<file path="src/rtl/updown_counter_param.sv">
// -----------------------------------------------------------------------------
// updown_counter_param
//
// Parametrised synchronous up/down counter with parallel load, count enable,
// wrap/saturate boundary mode and a registered terminal-count pulse.
//
// Parameters
//   WIDTH      counter width in bits (1..32)
//   MAX        top count value, modulus is MAX+1 (1 <= MAX <= 2**WIDTH-1)
//   RESET_VAL  value taken while reset is held (RESET_VAL <= MAX)
//
// Ports
//   clk       in   1      clock, all state changes on the rising edge
//   rst       in   1      asynchronous reset, active low
//   en        in   1      count enable
//   up        in   1      direction, 1 = up, 0 = down
//   sat       in   1      boundary mode, 0 = wrap, 1 = saturate
//   load      in   1      synchronous parallel load, highest priority
//   load_val  in   WIDTH  value to load, clamped to MAX
//   out       out  WIDTH  registered count value, always within 0..MAX
//   tc        out  1      registered terminal-count pulse
//   zero      out  1      combinational (out == 0)
// -----------------------------------------------------------------------------
module updown_counter_param #(
    parameter int              WIDTH     = 4,
    parameter longint unsigned MAX       = (64'd1 << WIDTH) - 64'd1,
    parameter longint unsigned RESET_VAL = 64'd0
) (
    input  logic             clk,
    input  logic             rst,
    input  logic             en,
    input  logic             up,
    input  logic             sat,
    input  logic             load,
    input  logic [WIDTH-1:0] load_val,
    output logic [WIDTH-1:0] out,
    output logic             tc,
    output logic             zero
);

    // Parameters are carried as 64-bit values so the default MAX stays exact
    // for WIDTH=32; the counter itself only ever works in WIDTH bits.
    localparam logic [WIDTH-1:0] TOP   = MAX[WIDTH-1:0];
    localparam logic [WIDTH-1:0] START = RESET_VAL[WIDTH-1:0];

    // Loaded values above the modulus are pulled back to TOP so the count can
    // never sit in the unreachable encodings above MAX.
    function automatic logic [WIDTH-1:0] clamp(input logic [WIDTH-1:0] v);
        return (v > TOP) ? TOP : v;
    endfunction

    logic [WIDTH-1:0] next_out;
    logic             next_tc;

    always_comb begin
        next_out = out;
        next_tc  = 1'b0;
        if (load) begin
            next_out = clamp(load_val);
        end else if (en) begin
            if (up) begin
                if (out == TOP) begin
                    // Boundary event: wrap to 0 or hold at TOP, pulse either way.
                    next_out = sat ? TOP : '0;
                    next_tc  = 1'b1;
                end else begin
                    next_out = out + 1'b1;
                end
            end else begin
                if (out == '0) begin
                    next_out = sat ? '0 : TOP;
                    next_tc  = 1'b1;
                end else begin
                    next_out = out - 1'b1;
                end
            end
        end
    end

    always_ff @(posedge clk or negedge rst) begin
        if (!rst) begin
            out <= START;
            tc  <= 1'b0;
        end else begin
            out <= next_out;
            tc  <= next_tc;
        end
    end

    assign zero = (out == '0);

endmodule

</file>
<file path="config.mk">
export PLATFORM = sky130hd
export DESIGN_NAME = updown_counter_param
export DESIGN_NICKNAME = d
export VERILOG_FILES = /design/src/rtl/updown_counter_param.sv
export SDC_FILE = /design/constraint.sdc
export NUM_CORES = 1
export LEC_CHECK = 0
export CAP_MARGIN = 15
export CORE_AREA = 2 2 39 41
export CTS_CLUSTER_DIAMETER = 60
export DETAILED_ROUTE_END_ITERATION = 16
export DIE_AREA = 0 0 41 43
export PLACE_DENSITY = 0.66
export REMOVE_ABC_BUFFERS = 1
export SYNTH_ARGS = -nofsm -noshare
export SYNTH_HDL_FRONTEND = slang
export SYNTH_SLANG_ARGS = --single-unit
</file>
<file path="constraint.sdc">
create_clock -name clk -period 4.3 [get_ports clk]
set_input_delay 0.86 -clock clk [delete_from_list [all_inputs] [get_ports clk]]
set_output_delay 0.86 -clock clk [all_outputs]
set_load 0.02 [all_outputs]
</file>
# Word level (Yosys, flattened, before mapping)
# Index checks and enable logic that the tools add are counted.
# op_classes
n_eq_ne,1
n_bitwise,0
shifts,0
add_sub_neg,2
order_cmp,1
muxes,13
div_mod_pow,0
n_mul,0
n_reduce_logical,2
# op_table
cell,n
$mux W4,8
$mux W1,5
$add A4 B1 Y4 const B,1
$eq A4 B4 Y1 const B,1
$gt A4 B4 Y1 const B,1
$logic_not A4 Y1,1
$sub A4 B1 Y4 const B,1
$reduce_bool A2 Y1,1
# word_totals
n_memories,0
mem_bits_ro,0
mem_bits_rw,0
word_cells,21
latchBits,0
ff_bits,5

# Logic depth before layout (Yosys ltp)
# Gate-level depths: netlist of the first run.
# logic_depth
ltp_word,5
mapped_depth,6
mapped_depth_nobuf,6

# Worst setup path after synthesis of the first run
# Ideal clock, no wire load.
# synth_timing
path_kind,register to output
startpoint,register out[0]
endpoint,output zero
path_slack_ns,2.286
path_stages_with_launch,4
t_arrival_ns,1.154
required_ns,3.440
path_cell_list,dfrtp_1 -> inv_1 -> ha_1 -> nor3b_4
# synth_via
elab_chain_cells,1
# synth_lines
item,line,source
start: declaration,36,"output logic [WIDTH-1:0] out,"
start signal: assignment,85,out <= next_out;
$logic_not A4 Y1,90,assign zero = (out == '0);
end: declaration,38,output logic zero
# Every way passes these cells.

# Worst setup path after layout of the first run
# Same ends and word-level chain as after synthesis.

==> results.cfg, run 1 <==
[sta]
setup_viol = 0
slew_viol_final = 0
tns_ns = 0
hold_violations = 0
rsz0062_at_grt = no
worstMarginPinSlew_ns = 0.430
finalCritPeriodShare_pct = 64.1
fin_ws_ns = 1.54
clock-skew-final_ns = 0.000751
slew_headroom_pct = 71.3
clock.fmax_mhz = 363
min_period_ns = 2.76

[synthesis]
synth_area_per_cell_um2 = 7.71
synthArstFlopShare_pct = 100
synthFlopType = dfrtp_1
yosys_warnings = 0
synth_seq_area_share_pct = 25.8
synth-seq-cells = 5
syn_inst = 63
ys_top_cells_by_count = 9 x a21oi_1, 7 x inv_1, 5 x dfrtp_1
synth_top_area_cell = dfrtp_1
synth_top_cell_area_share_pct = 25.8
synthTopCellsByArea = dfrtp_1 26%, a21oi_1 9.3%, inv_1 5.4%
yosysMostFrequentCell = a21oi_1
synth_area_um2 = 485
synth_edf_count = 0
ys_types = 29

[place]
hpwlAfterDp_um = 903
dpl.cell_count = 89
gp_congestion = 0.793
place_worst_setup_slack_ns = 1.80
port-buffer-count = 15

[flow_run]
maxCapViolCount = 0

[global_routing]
grtUsageTotal_pct = 15.6
grt_pass1_wl_um = 1860
grt_max_degree = 13
overflow = 0
first_global_vias = 426
antenna_found_initial = 0

[drt]
wl_per_cell_um = 12.2
drt_pass1_iterations = 4
postRouteAntennaNets = 0
dr_wl_met2_um = 521
met1_length_um = 518
routed_wl_um = 1140
wl_met3_um = 67
drc = 0
vias_per_cell = 5.54
drt_iter0_drc = 12
num_vias = 515
top_layer_used = met4

[final_layout]
final_nets = 90
num_antenna_cells = 0
areaGrowthSynthToFinish_pct = 34.8
drive_above_1_share_pct = 6.49
stdcell_count = 93
nFillCells = 149

[floorplan]
io_pins = 16
row_count = 14
die-area_um2 = 1760
die_y_um = 43
core_um2 = 1380
initial_core_util_pct = 35.1
die_w_um = 41

[clocking]
cts_setup_buffers = 0
numClockSinks = 5
cts-resized-gates = 0
cts_buffer_depth = 2
clock_latency_ns = 0.24
clk_pin_slew_worst_paths_ns = 0.04
cts_tree = built
ctsHtreeMaxLevel = 1
cts_hold_buf = 0
root_buffer = clkbuf_4
cts_made_buffers = 3

[critical_path]
cp.arrival_ns = 1.90
criticalPathCategory = flip-flop to primary output
rr_endpoint = out[1]
startpoint_type = flip-flop
cp_data_required_time_ns = 3.44
critPathMaxFanout = 8
worstRegToRegCells = 6
r2r_setup_slack_ns = 2.44
rr_startpoint = out[0]
cp-end-kind = primary output

[hold_path]
min_from = out[1]
hold_path_end = out[3]
hold_path_class = flip-flop to flip-flop
min_path_cells = 3

[power]
peakVddDrop_mv = 0.149
power.density_nw_per_um2 = 286
p_leak_nw = 0.263

[run_status]
outcome = finished, final reports clean
==> cell families after synthesis <==
group	count (synthesis)	synth area share [%]
flops	5	25.8
simple gates	23	30.2
compound gates	20	25.8
buf+inv	12	11.1
mux	1	2.06
fa+ha+maj	2	5.15
==> worst max-delay path: stages, from the launching register on <==
cell and delay [ns]:
dfrtp_1 0.44, inv_1 0.13, ha_1 0.25, nor3b_4 0.21, clkdlybuf4s50_1 0.62
==> worst max path at each step <==
stage                      start    to  slack (ns)  depth (start not counted)
after floorplan           out[0]  zero        2.29                          3
after global placement    out[0]  zero        1.84                          4
after detailed placement  out[0]  zero        1.80                          4
after CTS                 out[0]  zero        1.54                          4
after global routing      out[0]  zero        1.42                          4
final                     out[0]  zero        1.54                          4
==> sequential cells by signal, indices dropped and copies added, names as in the netlist <==
name and flops:
out 4, tc 1
==> area by class of cell <==
type	count	area [um^2]	area share, %
Clock buffer	4	26.3	4.02
Inverter	7	26.3	4.02
Multi-Input combinational cell	46	307	46.8
Sequential cell	5	125	19.1
Tap cell	16	20.0	3.06
Timing Repair Buffer	15	150	22.9
==> power by group <==
group	switching, W	internal [W]	total, W	leakage (nW)
clock	0.0000174	0.0000350	0.0000524	0.0150
combinational	0.0000349	0.0000354	0.0000703	0.186
sequential	0.0000125	0.0000520	0.0000645	0.0619
==> layer usage <==
layer / GRT usage, % / up-vias
met3: 1.57 / 4
li1: - / 261
met5: 0 / -
met1: 22.1 / 234
met4: 12.0 / 0
met2: 20.6 / 16
==> stage by stage <==
step	instance area (um^2)	power, W	util [%]	hold WS [ns]
CTS	654	0.000191	47.3	0.784
global placement	628	0.000135	45.4	0.769
finish	654	0.000187	47.3	0.781
global route	654	0.000200	47.3	0.845
detailed placement	628	0.000135	45.4	0.776
floorplan	458	0.000102	-	0.564
==> cells in the final DEF (no fill, tap or decap), types with 3 or more instances in the layout <==
cell / instances
dfrtp_1: 5
nand4_1: 3
nand2_1: 4
nor3_1: 3
clkdlybuf4s50_1: 15
nor2_1: 3
clkbuf_4: 3
inv_1: 7
nand2b_1: 3
a21oi_1: 9
Power figures use the tool's default switching activity.
==> run 2: changes to the inputs <==
--- a/config.mk
+++ b/config.mk
@@ -10,7 +10,7 @@
 export CTS_CLUSTER_DIAMETER = 60
 export DETAILED_ROUTE_END_ITERATION = 16
 export DIE_AREA = 0 0 41 43
-export PLACE_DENSITY = 0.66
+export PLACE_DENSITY = 0.68
 export REMOVE_ABC_BUFFERS = 1
 export SYNTH_ARGS = -nofsm -noshare
 export SYNTH_HDL_FRONTEND = slang
==> constraint.sdc (replaced) <==
create_clock -name clk -period 2.35 [get_ports clk]
set_input_delay 0.47 -clock clk [delete_from_list [all_inputs] [get_ports clk]]
set_output_delay 0.47 -clock clk [all_outputs]
set_load 0.02 [all_outputs]
==> run 2 against run 1 <==
  * Sequential power increased by 83%
  * Power increased by 83%
  * Clock skew about the same
  * Via count increased by 1.4%
  * Sequential cell count unchanged
  * Worst setup slack got worse by 1.3 ns
  * Cell area increased by 0.96%
  * Hold slack got worse by 0.33 ns
  * Clock power increased by 82%
  * Critical path depth unchanged
  * Critical path type unchanged
  * Largest cell class unchanged
  * Largest power group unchanged
==> results.cfg, run 2 (same netlist as run 1, synthesis figures left out) <==
[run_status]
outcome = finished, final reports clean

[critical_path]
startpoint_type = flip-flop
cp-end-kind = primary output
slowest_stage = dfrtp_1
criticalPathCategory = flip-flop to primary output
cp.arrival_ns = 1.62
cp_data_required_time_ns = 1.88
crit_chain = inv_1 > ha_1 > nor3b_4 > dlygate4sd2_1
critPathMaxFanout = 8
max_stage_delay_ns = 0.45

[floorplan]
die-area_um2 = 1760
die_w_um = 41
row_count = 14
io_pins = 16
die_y_um = 43
initial_core_util_pct = 35.1
core_um2 = 1380

[sta]
slew_headroom_pct = 71.0
finalCritPeriodShare_pct = 88.9
tns_ns = 0
hold_violations = 0
slew_viol_final = 0
setup_viol = 0
clock-skew-final_ns = 0.000989
worstMarginPinSlew_ns = 0.424
fin_ws_ns = 0.260
min_period_ns = 2.09
rsz0062_at_grt = no
clock.fmax_mhz = 478

[hold_path]
hold_path_class = input pin to asynchronous set/reset pin

[global_routing]
antenna_found_initial = 0
first_global_vias = 493
grt_max_degree = 13
grtUsageTotal_pct = 15.2
grt_pass1_wl_um = 1860
overflow = 0

[clocking]
cts_setup_buffers = 0
ctsHtreeMaxLevel = 1
root_buffer = clkbuf_4
numClockSinks = 5
cts_buffer_depth = 2
cts_hold_buf = 0
clock_latency_ns = 0.23
cts_tree = built
cts_made_buffers = 3
clk_pin_slew_worst_paths_ns = 0.04
cts-resized-gates = 1

[place]
gp_congestion = 0.765
hpwlAfterDp_um = 944
port-buffer-count = 15
place_worst_setup_slack_ns = 0.225

[final_layout]
seqCellArea_um2 = 125
largest_register = out
areaGrowthSynthToFinish_pct = 36.1
num_antenna_cells = 0
multiInputGateArea_um2 = 307
mostFrequentLayoutCells = 14 x clkdlybuf4s50_1, 9 x a21oi_1, 7 x inv_1, 5 x dfrtp_1, 4 x nand2_1
drive_above_1_share_pct = 7.69
utilization_pct = 47.7
largest_reg_flops = 4
layout_commonest_cell = clkdlybuf4s50_1
final_nets = 91
nFillCells = 150
reg_top3 = out: 4 flops, tc: 1 flops

[power]
power.density_nw_per_um2 = 518
peakVddDrop_mv = 0.242
p_leak_nw = 0.272

[drt]
routed_wl_um = 1140
postRouteAntennaNets = 0
num_vias = 522
wl_per_cell_um = 12.1
drt_pass1_iterations = 4
drt_iter0_drc = 10
vias_per_cell = 5.55
drc = 0

[flow_run]
maxCapViolCount = 0
-- run 2: cell count changes in the layout (fill, tap and decap cells not counted), sizes merged --
cell / change
dlygate4sd2: +1
clkdlybuf4s50: -1
buf: +1
-- run 2: stage by stage --
step / hold slack [ns] / instances / instance area (um^2) / power (W)
3_3_place_gp: 0.707 / 90 / 636 / 0.000248
3_5_place_dp: 0.710 / 90 / 636 / 0.000249
5_1_grt: 0.464 / 94 / 661 / 0.000369
2_1_floorplan: 0.174 / 58 / 458 / 0.000187
6_report: 0.452 / 94 / 661 / 0.000342
4_1_cts: 0.452 / 94 / 661 / 0.000348
-- run 2: routing by layer --
layer	up-vias	share of wire [%]	wire (um)	global-route usage, %
li1	260	-	-	-
met1	242	42	473	18.6
met2	18	53	597	22.8
met3	2	5.0	57	2.09
met4	0	0.70	8	11.3
met5	-	0	0	0
-- run 2: critical path, delay by kind of cell, from the launching register on --
| family | cells | cell delay (ns) |
|---|---|---|
| buffers and inverters | 2 | 0.48 |
| flip-flops | 1 | 0.45 |
| adder cells (fa/ha/maj) | 1 | 0.24 |
| AND/OR/NAND/NOR | 1 | 0.21 |
-- run 2: final cells by class --
type,instances,share of cell area (%)
inverters,7,3.98
well taps,16,3.03
flip-flops and latches,5,18.9
repair buffers,16,23.7
clock buffers,4,3.98
multi-input cells,46,46.4
-- run 2: final timing paths --
path / endpoint / slack (ns) / depth (start not counted) / from
worst min-delay path: out[1] / 0.45 / 1 / rst
worst min register to register: out[3] / 0.77 / 3 / out[1]
min in group clk: out[3] / 0.77 / 3 / out[1]
worst max-delay path: zero / 0.26 / 4 / out[0]
worst max register to register: out[1] / 0.49 / 6 / out[0]
max in group asynchronous: out[2] / 1.71 / 1 / rst
-- run 2: power breakdown --
part / switching [W] / internal (W) / total [W]
logic: 0.0000634 / 0.0000649 / 0.000128
clock network: 0.0000315 / 0.0000640 / 0.0000955
registers: 0.0000233 / 0.0000951 / 0.000118
